--- src/rtl/wb_write_queue.sv ---
`default_nettype none
// +--------------------------------------------------------------------------+
// | wb_write_queue : 4-entry register-file writeback queue with hazard        |
// |                  lookup; data forwarding enabled by macro WBQ_FORWARD_EN  |
// | Revision       : 1.0                                                      |
// +--------------------------------------------------------------------------+
module wb_write_queue (
   input  logic        clk,
   input  logic        rst,
   input  logic        in_valid,
   output logic        in_ready,
   input  logic [2:0]  in_regsel,
   input  logic [15:0] in_data,
   input  logic        stall_wb,
   output logic        write,
   output logic [2:0]  writeregsel,
   output logic [15:0] writedata,
   input  logic [2:0]  chk1regsel,
   input  logic [2:0]  chk2regsel,
   output logic        hit1,
   output logic        hit2,
   output logic [15:0] hitdata1,
   output logic [15:0] hitdata2,
   output logic [2:0]  count,
   output logic        err
);

   localparam int         DEPTH  = 4;
   localparam logic [2:0] C_FULL = 3'd4;

   logic [1:0]  head_q, head_d;
   logic [1:0]  tail_q, tail_d;
   logic [2:0]  count_q, count_d;
   logic        err_q, err_d;
   logic [2:0]  regsel_q [DEPTH];
   logic [2:0]  regsel_d [DEPTH];
   logic [15:0] data_q [DEPTH];
   logic [15:0] data_d [DEPTH];
   logic        w_empty;
   logic        w_enq;

   assign w_empty     = (count_q == 3'd0);
   assign in_ready    = (count_q != C_FULL);
   assign w_enq       = in_valid & in_ready;
   assign write       = !w_empty & !stall_wb;
   assign writeregsel = w_empty ? 3'd0  : regsel_q[head_q];
   assign writedata   = w_empty ? 16'd0 : data_q[head_q];
   assign count       = count_q;
   assign err         = err_q;

   always_comb begin
      head_d   = head_q;
      tail_d   = tail_q;
      count_d  = count_q;
      regsel_d = regsel_q;
      data_d   = data_q;
      err_d    = in_valid & !in_ready;
      if (w_enq) begin
         regsel_d[tail_q] = in_regsel;
         data_d[tail_q]   = in_data;
         tail_d           = tail_q + 2'd1;
      end
      if (write) begin
         head_d = head_q + 2'd1;
      end
      case ({w_enq, write})
         2'b10:   count_d = count_q + 3'd1;
         2'b01:   count_d = count_q - 3'd1;
         default: count_d = count_q;
      endcase
   end

   // Scan oldest to youngest so the youngest matching entry wins.
   always_comb begin : p_hits
      logic [1:0] idx;
      hit1     = 1'b0;
      hit2     = 1'b0;
      hitdata1 = 16'd0;
      hitdata2 = 16'd0;
      for (int i = 0; i < DEPTH; i++) begin
         idx = head_q + 2'(i);
         if (3'(i) < count_q) begin
            if (regsel_q[idx] == chk1regsel) begin
               hit1 = 1'b1;
`ifdef WBQ_FORWARD_EN
               hitdata1 = data_q[idx];
`endif
            end
            if (regsel_q[idx] == chk2regsel) begin
               hit2 = 1'b1;
`ifdef WBQ_FORWARD_EN
               hitdata2 = data_q[idx];
`endif
            end
         end
      end
   end

   always_ff @(posedge clk or negedge rst) begin
      if (!rst) begin
         head_q  <= 2'd0;
         tail_q  <= 2'd0;
         count_q <= 3'd0;
         err_q   <= 1'b0;
      end else begin
         head_q  <= head_d;
         tail_q  <= tail_d;
         count_q <= count_d;
         err_q   <= err_d;
      end
   end

   // Storage is only visible through occupied slots, so it carries no reset.
   always_ff @(posedge clk) begin
      regsel_q <= regsel_d;
      data_q   <= data_d;
   end

endmodule
`default_nettype wire

--- config.mk ---
export PLATFORM = sky130hd
export DESIGN_NAME = wb_write_queue
export DESIGN_NICKNAME = d
export VERILOG_FILES = /design/src/rtl/wb_write_queue.sv
export SDC_FILE = /design/constraint.sdc
export NUM_CORES = 1
export LEC_CHECK = 0
export ABC_AREA = 0
export BUFFER_PORTS_ARGS = -buffer_cell sky130_fd_sc_hd__buf_2
export CAP_MARGIN = 20
export CORE_MARGIN = 2
export CORE_UTILIZATION = 50
export DETAILED_ROUTE_END_ITERATION = 10
export HOLD_SLACK_MARGIN = 0.15
export PLACE_DENSITY = 0.81
export SLEW_MARGIN = 5
export SYNTH_ARGS = -nofsm -noshare
export SYNTH_HDL_FRONTEND = slang
export SYNTH_SLANG_ARGS = --single-unit
--- constraint.sdc ---
create_clock -name clk -period 3.4 [get_ports clk]
set_input_delay 0.17 -clock clk [delete_from_list [all_inputs] [get_ports clk]]
set_output_delay 0.17 -clock clk [all_outputs]
set_load 0.02 [all_outputs]
Yosys cells after proc, flatten, opt, wreduce, memory -nomap -nowiden --
Index checks and enable logic that the tools add are counted.
Word-level totals: register bits 84, word-level logic and storage cells 93, output and inout port bits 59
Cells by class: reductions and logical operators 6, add/subtract/negate cells 6, bitwise operators 8, equal/unequal tests 11, order comparisons 10, muxes and demuxes 40
Operator list (number):
- $bwmux W64 | 1
- $mux W16 | 4
- $bmux W16 S2 | 1
- $demux W16 S2 | 1
- $mux W3 | 10
- $bmux W3 S2 | 4
- $eq A3 B3 Y1 | 8
- $mux W1 | 16
- $ge A3 B3 Y1 const B | 5
- $not A2 Y3 | 5
- $bwmux W12 | 1
- $demux W3 S2 | 1
- $lt A1 B3 Y1 const A | 2
- $lt A2 B3 Y1 const A | 2
- $pmux W3 S2 | 1
- $add A2 B1 Y2 const B | 2
- $add A2 B2 Y2 const B | 2
- $add A3 B1 Y3 const B | 1
- $and A1 B1 Y1 | 3
- $logic_not A1 Y1 | 3
- $logic_not A3 Y1 | 1
- $lt A3 B1 Y1 const B | 1
- $ne A3 B3 Y1 const B | 1
- $sub A3 B1 Y3 const B | 1
- other kinds (4) | 4

Logic depth before layout (Yosys ltp) --
Gate-level depths: netlist (run 1).
depth after elaboration 13, gate-level depth with buffers 9

Worst setup path after synthesis (run 1) --
OpenSTA, ideal clock, no wires.
kind reg-to-reg, start point register count_q[0] (netlist: count[0]), end point register count_q[2] (netlist: count[2]), cell stages (with the launch flop) 10, slack 1.011 ns, path buffers 1, data arrival time 2.264 ns, setup time 0.125 ns, cells stage by stage dfrtp_1 inv_1 ha_1 nor2b_1 clkbuf_1 nor2_1 ha_1 mux2i_1 nor2_1 xor2_1
Between the ends: word-level cells in the longest chain between the ends 5
RTL lines:
- start, declared | line 33 | logic [2:0] count_q, count_d;
- start signal, assigned | line 108 | count_q <= count_d;
- $logic_not A3 Y1 * | line 42 | assign w_empty = (count_q == 3'd0);
- $logic_not A1 Y1 * | line 45 | assign write = !w_empty & !stall_wb;
- $and A1 B1 Y1 * | line 45
- via write | line 15 | output logic write,
- $eq A2 B1 Y1 or $eq A2 B2 Y1 (tied branches) | line 66 | case ({w_enq, write})
- $pmux W3 S2 or $reduce_bool A2 Y1 (tied branches)
The timed path passes the listed nets; every way through them passes the cells marked *. A chain may end at the register's enable or synchronous reset.

Worst setup path in the final report (run 1) --
start point register count_q[1] (netlist: count[1]), end point register count_q[2] (netlist: count[2])
Between the ends: word-level cells in the longest chain between the ends 5
RTL lines (line):
- $logic_not A3 Y1 | 42
- $logic_not A1 Y1 | 45
- $and A1 B1 Y1 | 45
- $eq A2 B1 Y1 or $eq A2 B2 Y1 (tied branches) | 66
- $pmux W3 S2 or $reduce_bool A2 Y1 (tied branches)
Parallel ways exist; a longest one is shown, timed or not.

==> results of run 1 <==
==> sequential cells by signal, indices dropped and copies added, names as in the netlist <==
register / count
head_q: 2
regsel_q: 12
tail_q: 2
data_q: 64
err: 1
count: 3
==> final cells by class <==
cell class	instances	area, sq um
multi-input cells	148	1450
fillers	594	3350
clock buffers	9	124
flip-flops and latches	84	2480
repair buffers	82	531
well taps	105	131
clock inverters	7	50.0
inverters	5	18.8
==> worst reg2reg max path, delay by kind of cell (launching register included) <==
family | cells | cell delay [ps]
and+or+nand+nor | 3 | 1110
adders and majority gates | 2 | 510
DFF | 1 | 450
muxes | 1 | 170
buffers and inverters | 1 | 140
xor gates and xnor gates | 1 | 130
==> through the flow <==
stage          setup slack (ps)  power (mW)  util (%)  hold slack [ps]
6_report                    787        4.09      58.8              175
5_1_grt                     523        4.36      58.8              185
4_1_cts                     763        4.14      58.8              170
3_5_place_dp                773        3.51      54.1             25.5
3_3_place_gp                915        3.46      54.1             23.2
2_1_floorplan              1010        3.02         -             -126
==> final timing paths <==
| path | startpoint | endpoint | cells after the start |
|---|---|---|---|
| max | count[1] | count[2] | 8 |
| min | stall_wb | head_q[0] | 3 |
| max reg2reg | count[1] | count[2] | 8 |
| min reg2reg | count[1] | count[1] | 2 |
| max in group asynchronous | rst | head_q[0] | 2 |
| min in group asynchronous | rst | err | 2 |
==> metal layers <==
metal / up-vias / global-route usage (%) / part of all wire [%]
met4: 0 / 3.99 / 0.78
li1: 1037 / - / -
met1: 1101 / 21.0 / 41
met5: - / 0 / 0
met2: 83 / 29.8 / 53
met3: 8 / 4.03 / 5.8
==> logic make-up after synthesis <==
family          after synthesis  synth area share (%)
other cells                   1                0.0904
fa+ha+maj                     9                  2.72
buf+inv                      52                  8.09
xor+xnor                     30                  6.34
simple gates                 44                  6.22
flops                        84                  59.9
mux                          29                  16.1
compound gates                4                 0.604
==> report_power, final <==
| part | switching, mW | internal, mW | leakage [nW] |
|---|---|---|---|
| Combinational | 1.04 | 0.882 | 0.943 |
| Sequential | 0.184 | 1.37 | 0.792 |
| Clock | 0.341 | 0.268 | 0.0837 |
| Total | 1.57 | 2.52 | 1.82 |
==> placed cells by master (no fill, tap or decap), types with 3 or more instances in the layout <==
cell | synthesis | final
nor2_1 | 3 | 3
buf_4 | 34 | 6
conb_1 | 1 | 32
dfrtp_1 | 8 | 7
nand4_1 | 10 | 10
and3_1 | 5 | 5
mux4_2 | 21 | 21
dlygate4sd3_1 | 0 | 21
nor2b_1 | 20 | 19
ha_1 | 9 | 9
xnor2_1 | 28 | 28
inv_1 | 5 | 5
nand2_1 | 4 | 4
mux4_1 | 7 | 7
buf_2 | 4 | 55
edfxtp_1 | 76 | 76
clkbuf_8 | 0 | 9
==> impl_metrics.csv, run 1 <==
group,metric,value,unit
synth,yosysWarnings,0,
cts,cts_buffers,9,
cells_and_area,area_delta_synth_final,15.4,%
die,die_w,95.1,microns
cells_and_area,final_cell_count_no_fill,440,
placement,place_area,4400,sq um
synth,synth_edf_count,76,
synth,yosys.area.top_type,"edfxtp_1",
synth,synthTopCellsByArea,"edfxtp_1, mux4_2, buf_4",
die,num_rows,33,
critical_path,cp_cell_sequence,"inv_1 > ha_1 > nor2b_2 > nor2_1 > ha_1 > mux2i_1 > nor2_1 > xor2_1",
critical_path,cp-start-kind,"flip-flop",
power,peakVddDrop,516,uV
power,leakage,1.82,nW
critical_path,crit_fanout,20,
die,start_util,51.0,%
route,drtIter0Drc,117,
sta,post-route-min-period,2610,ps
run,drv_cap,0,
critical_path,critPathSlowestCell,"nor2b_2",
cells_and_area,final_cell_area,4790,sq um
synth,ys_top_cells_by_count,"edfxtp_1, buf_4, xnor2_1",
sta,fmax,383,MHz
placement,io_buffer_count,55,
cells_and_area,nets,368,
synth,synth_cell_types,24,
route,dr_total_vias,2229,
sta,finalSetupViolCount,0,
cts,cts-hold-fix-buffers,21,
critical_path,ff2ff_setup_slack,790,ps
critical_path,crit_required,3610,ps
sta,period_share,76.8,%
sta,fin_skew,7.51,ps
global_route,grt_overflow,0,
global_route,antenna_found_initial,0,
placement,dpl.cell_count,403,
global_route,grt_usage,16.8,%
power,powerDensity,854,nW/um^2
cts,htree_levels,3,
cells_and_area,diodes,0,
sta,rsz0062_at_grt,"no",
synth,syn_area,4150,sq um
cts,path_clk_slew,80,ps
placement,gp_congestion,0.830,
route,ant_nets,0,
route,viasPerCell,5.07,
synth,synth.most_common_cell,"edfxtp_1",
sta,worst_pin_slew,964,ps
synth,seq_area_frac_synth,59.9,%
die,core_region_area,8130,sq um
synth,async_flop_share,9.52,%
critical_path,cp.arrival,2820,ps
outcome,status,"finished clean",
cells_and_area,drive_gt1_share,29.6,%
cts,clock_path_buffers,2,
critical_path,slowest_delay,790,ps
route,routed_wl,7080,microns
die,fp.dieH,95.1,microns
min_path,hp-class,"input pin to flip-flop",
cts,post_cts_resized,0,
global_route,grt_max_degree,21,
sta,hold_viol,0,
route,drc,0,
sta,fin_setup_tns,0,ps
synth,synth_area_per_cell,16.4,sq um
critical_path,path_buf_inv,1,
cts,cts_tree,"built",
cts,post_cts_buffers,0,
cts,clkSinkCount,84,
global_route,grt_pass1_wl,11300,microns
die,die_area,9040,sq um
die,boundaryPins,88,
route,wl_per_cell,16.1,microns
synth,synth-main-ff-cell,"edfxtp_1",
cts,root_buffer,"clkbuf_8",
sta,maxSlewViolCount,0,
placement,dp_hpwl,4790,microns
synth,ys_seq_elements,84,
synth,netlist_instances,253,
cts,clkLatencyLatePin,330,ps
sta,max-slew-margin-rel,35.4,%
critical_path,crit_family,"simple AND/OR/NAND/NOR gates",
critical_path,end_kind,"flip-flop",
route,first_pass_iters,5,
global_route,first_global_vias,2301,
critical_path,critPathKind,"flip-flop to flip-flop",
synth,yosysTopAreaCellShare,55.0,%
Note: power is estimated with default switching activity, not from simulation.
==> inputs of run 2 (changes only) <==
--- a/config.mk
+++ b/config.mk
@@ -9,10 +9,10 @@
 export BUFFER_PORTS_ARGS = -buffer_cell sky130_fd_sc_hd__buf_2
 export CAP_MARGIN = 20
 export CORE_MARGIN = 2
-export CORE_UTILIZATION = 50
+export CORE_UTILIZATION = 49
 export DETAILED_ROUTE_END_ITERATION = 10
 export HOLD_SLACK_MARGIN = 0.15
-export PLACE_DENSITY = 0.81
+export PLACE_DENSITY = 0.83
 export SLEW_MARGIN = 5
 export SYNTH_ARGS = -nofsm -noshare
 export SYNTH_HDL_FRONTEND = slang
==> constraint.sdc (replaced) <==
create_clock -name clk -period 2.4 [get_ports clk]
set_input_delay 0.12 -clock clk [delete_from_list [all_inputs] [get_ports clk]]
set_output_delay 0.12 -clock clk [all_outputs]
set_load 0.02 [all_outputs]
==> impl_metrics.csv, run 2 (same netlist as run 1, synthesis figures left out) <==
group,metric,value,unit
placement,gp_congestion,0.813,
sta,fin_setup_tns,0,ps
route,drc,0,
route,ant_nets,0,
critical_path,crit_required,2280,ps
cells_and_area,regArea,2480,sq um
power,total_power,5.95,mW
cells_and_area,largest_reg_flops,64,
cells_and_area,final_cell_count_no_fill,449,
sta,rsz0062_at_grt,"no",
cells_and_area,diodes,0,
cts,clkLatencyLatePin,340,ps
die,start_util,50.5,%
global_route,grt_max_degree,20,
power,p_comb_share,49.9,%
power,leakage,1.87,nW
sta,maxSlewViolCount,0,
sta,hold_viol,0,
min_path,hp-class,"input pin to flip-flop",
power,p_sw,2.28,mW
die,die_w,96.0,microns
critical_path,cp-start-kind,"flip-flop",
global_route,grt_usage,17.3,%
route,viasPerCell,5.18,
route,drtIter0Drc,119,
route,first_pass_iters,5,
placement,dp_worst_setup_slack,430,ps
global_route,grt_pass1_wl,11700,microns
global_route,antenna_found_initial,0,
cells_and_area,top_register,"data_q",
cells_and_area,multiInputGateArea,1450,sq um
sta,fin_skew,10.6,ps
cts,root_buffer,"clkbuf_8",
critical_path,ff2ff_setup_slack,450,ps
cts,htree_levels,3,
sta,layout_setup_ws,172,ps
cts,clkSinkCount,84,
cells_and_area,final_cell_mix,"edfxtp_1, buf_2, conb_1",
placement,io_buffer_count,55,
cells_and_area,final_core_util,59.3,%
placement,place_area,4440,sq um
sta,fmax,449,MHz
route,dr_total_vias,2325,
critical_path,cp.arrival,2110,ps
cts,path_clk_slew,90,ps
power,peakVddDrop,732,uV
cts,cts_buffers,9,
run,drv_cap,0,
cells_and_area,area_delta_synth_final,17.4,%
die,num_rows,33,
cts,clock_path_buffers,2,
placement,dp_hpwl,4860,microns
route,routed_wl,7490,microns
critical_path,slowest_delay,620,ps
sta,period_share,92.8,%
cells_and_area,drive_gt1_share,31.1,%
die,fp.dieH,96.0,microns
outcome,status,"finished clean",
die,core_region_area,8220,sq um
die,die_area,9210,sq um
critical_path,end_kind,"output pin",
sta,post-route-min-period,2230,ps
power,switching_share,38.3,%
sta,worst_hold_slack,222,ps
critical_path,crit_fanout,6,
power,p_clk_share,14.7,%
sta,finalSetupViolCount,0,
power,powerDensity,1220,nW/um^2
cells_and_area,nets,377,
die,boundaryPins,88,
critical_path,critPathKind,"flip-flop to output pin",
route,wl_per_cell,16.7,microns
placement,dpl.cell_count,408,
cts,cts_tree,"built",
power,pwr-share-seq,35.4,%
global_route,grt_overflow,0,
cells_and_area,final_cell_area,4870,sq um
power,p_int,3.67,mW
cells_and_area,fill_cells,608,
cells_and_area,final_common_cell,"edfxtp_1",
critical_path,critPathSlowestCell,"mux4_1",
global_route,first_global_vias,2359,
critical_path,cp_cell_sequence,"buf_2 > mux4_1 > xnor2_1 > nand4_1 > nand4_1 > buf_2",
==> run 2: layout make-up <==
class,instances,area share [%]
sequential,84,51.0
multi-input combinational,148,29.7
timing repair buffer,91,12.6
tap,105,2.70
clock buffer,9,2.54
clock inverter,7,1.03
inverter,5,0.385
==> run 2: metal layers <==
layer	routed length, microns	part of all wire, %	track usage, %
met1	2960	40	20.6
met2	3930	52	30.6
met3	508	6.8	3.99
met4	90	1.2	6.43
met5	0	0	0
==> run 2: worst paths after layout <==
kind,start,endpoint,cells after the start
min,stall_wb,head_q[1],5
max reg2reg,count[0],count[2],8
min reg2reg,count[1],count[1],2
max,head_q[0],hit2,6
max in group asynchronous,rst,head_q[0],3
min in group asynchronous,rst,count[2],3
==> run 2: timing repair <==
item / CTS / global route
endpoints found under the hold margin: 85 / 0
hold buffers: 22 / 0
buffers inserted: 0 / 3
endpoints found under the setup margin: 0 / 8
gates resized for setup: 0 / 1
==> run 2: power groups by stage <==
stage / clock [mW] / sequential (mW) / combinational (mW)
floorplan: 0 / 2.11 / 2.17
global placement: 0 / 2.15 / 2.79
detailed placement: 0 / 2.17 / 2.84
CTS: 0.886 / 2.14 / 2.88
global route: 0.946 / 2.14 / 3.23
finish: 0.872 / 2.10 / 2.97
==> run 2: worst max-delay path: cells and delay by family (launching register included) <==
family,cells,cell delay (ps)
xor+xnor,1,170
mux,1,620
flops,1,390
simple gates,2,230
buf+inv,2,370
==> inputs of run 3 (changes only) <==
--- a/config.mk
+++ b/config.mk
@@ -13,6 +13,7 @@
 export DETAILED_ROUTE_END_ITERATION = 10
 export HOLD_SLACK_MARGIN = 0.15
 export PLACE_DENSITY = 0.83
+export REMOVE_ABC_BUFFERS = 1
 export SLEW_MARGIN = 5
 export SYNTH_ARGS = -nofsm -noshare
 export SYNTH_HDL_FRONTEND = slang
==> impl_metrics.csv, run 3 (same netlist as run 1, synthesis figures left out) <==
group,metric,value,unit
cells_and_area,drive_gt1_share,30.3,%
cells_and_area,multiInputGateArea,1450,sq um
global_route,grt_pass1_wl,11400,microns
cts,clkLatencyLatePin,360,ps
cts,clkSinkCount,84,
cells_and_area,regArea,2490,sq um
sta,hold_viol,0,
die,start_util,50.5,%
route,first_pass_iters,4,
sta,rsz0062_at_grt,"no",
cells_and_area,area_delta_synth_final,16.9,%
critical_path,end_kind,"output pin",
cells_and_area,final_cell_count_no_fill,445,
sta,post-route-min-period,2260,ps
sta,fmax,443,MHz
cts,cts_tree,"built",
cells_and_area,final_cell_mix,"edfxtp_1, buf_2, conb_1",
power,p_int,3.66,mW
power,leakage,1.86,nW
route,drtIter0Drc,137,
global_route,grt_max_degree,20,
global_route,grt_usage,17.2,%
min_path,hp-class,"input pin to flip-flop",
critical_path,cp_cell_sequence,"buf_12 > buf_12 > mux4_2 > xnor2_1 > nand4_1 > nand4_1 > buf_2",
power,p_sw,2.25,mW
power,peakVddDrop,728,uV
sta,fin_skew,17.1,ps
power,total_power,5.91,mW
cts,path_clk_slew,90,ps
sta,finalSetupViolCount,0,
route,drc,0,
route,wl_per_cell,16.2,microns
critical_path,crit_required,2280,ps
placement,io_buffer_count,55,
run,drv_cap,0,
die,boundaryPins,88,
cells_and_area,final_common_cell,"edfxtp_1",
die,die_area,9210,sq um
route,routed_wl,7210,microns
die,core_region_area,8220,sq um
route,dr_total_vias,2286,
cells_and_area,diodes,0,
placement,dp_hpwl,4700,microns
critical_path,critPathSlowestCell,"dfrtp_4",
power,switching_share,38.1,%
sta,period_share,94.0,%
cells_and_area,nets,373,
outcome,status,"finished clean",
placement,dpl.cell_count,406,
global_route,grt_overflow,0,
cells_and_area,fill_cells,635,
power,powerDensity,1220,nW/um^2
cts,htree_levels,3,
power,p_clk_share,14.5,%
cells_and_area,largest_reg_flops,64,
cts,root_buffer,"clkbuf_8",
cells_and_area,final_core_util,59.0,%
cells_and_area,top_register,"data_q",
route,ant_nets,0,
power,pwr-share-seq,36.5,%
power,p_comb_share,49.1,%
critical_path,critPathKind,"flip-flop to output pin",
critical_path,slowest_delay,560,ps
global_route,antenna_found_initial,0,
sta,maxSlewViolCount,0,
cts,cts_buffers,9,
cts,clock_path_buffers,2,
die,num_rows,33,
sta,worst_hold_slack,190,ps
die,fp.dieH,96.0,microns
placement,gp_congestion,0.801,
critical_path,cp.arrival,2140,ps
global_route,first_global_vias,2337,
critical_path,cp-start-kind,"flip-flop",
critical_path,crit_fanout,18,
route,viasPerCell,5.14,
die,die_w,96.0,microns
-- run 3: changes by cell type in the layout (fill, tap and decap cells not counted), moves of 2 or more --
cell	change
clkinvlp_4	-2
clkinv_2	+2
buf_4	-3
inv_6	-2
clkinv_4	+2
-- run 3: per-layer routing --
metal  vias up  global-route usage, %  wire length [microns]
met1      1134                   21.2                   2900
met3        10                   3.84                    418
met5         -                      0                      0
met2        95                   30.0                   3800
met4         0                   5.95                     88
li1       1047                      -                      -
-- run 3: power by group through the flow --
stage	combinational, mW	clock [mW]	sequential (mW)
global route	3.17	0.928	2.20
global placement	2.80	0	2.17
CTS	2.89	0.868	2.17
floorplan	1.88	0	2.27
finish	2.90	0.855	2.16
detailed placement	2.84	0	2.20
-- run 3: timing repair --
action / CTS / global route
buffers inserted: 0 / 1
resized for setup: 0 / 1
hold buffers: 22 / 0
setup endpoints to repair: 0 / 2
hold endpoints to repair: 85 / 0
-- run 3: path summary, 6_finish.rpt --
kind | to | depth (start not counted) | slack, ps | start
min | head_q[0] | 4 | 190 | stall_wb
min in group asynchronous | err | 3 | 730 | rst
max reg2reg | count[2] | 9 | 450 | count[0]
max | hit1 | 7 | 140 | head_q[0]
min reg2reg | count[0] | 1 | 640 | count[0]
max in group asynchronous | head_q[0] | 3 | 1370 | rst
-- run 3: worst max-delay path, delay by kind of cell (launching register included) --
kind	cells	cell delay, ps
mux	1	340
flops	1	560
xor+xnor	1	170
simple gates	2	220
buf+inv	3	470
-- run 3: final cells by class --
type                    count  area share, %
repair buffers             87           12.3
well taps                 105           2.71
clock inverters             6          0.852
multi-input cells         148           29.9
flip-flops and latches     84           51.3
clock buffers              10           2.63
inverters                   5          0.387
-- run 3: stage by stage --
stage / worst slack, ps / setup TNS (ps) / area [sq um]
CTS: 56.0 / 0 / 4830
finish: 143 / 0 / 4850
global placement: 490 / 0 / 4440
floorplan: -233 / -657 / 3950
detailed placement: 448 / 0 / 4440
global route: 16.7 / 0 / 4850
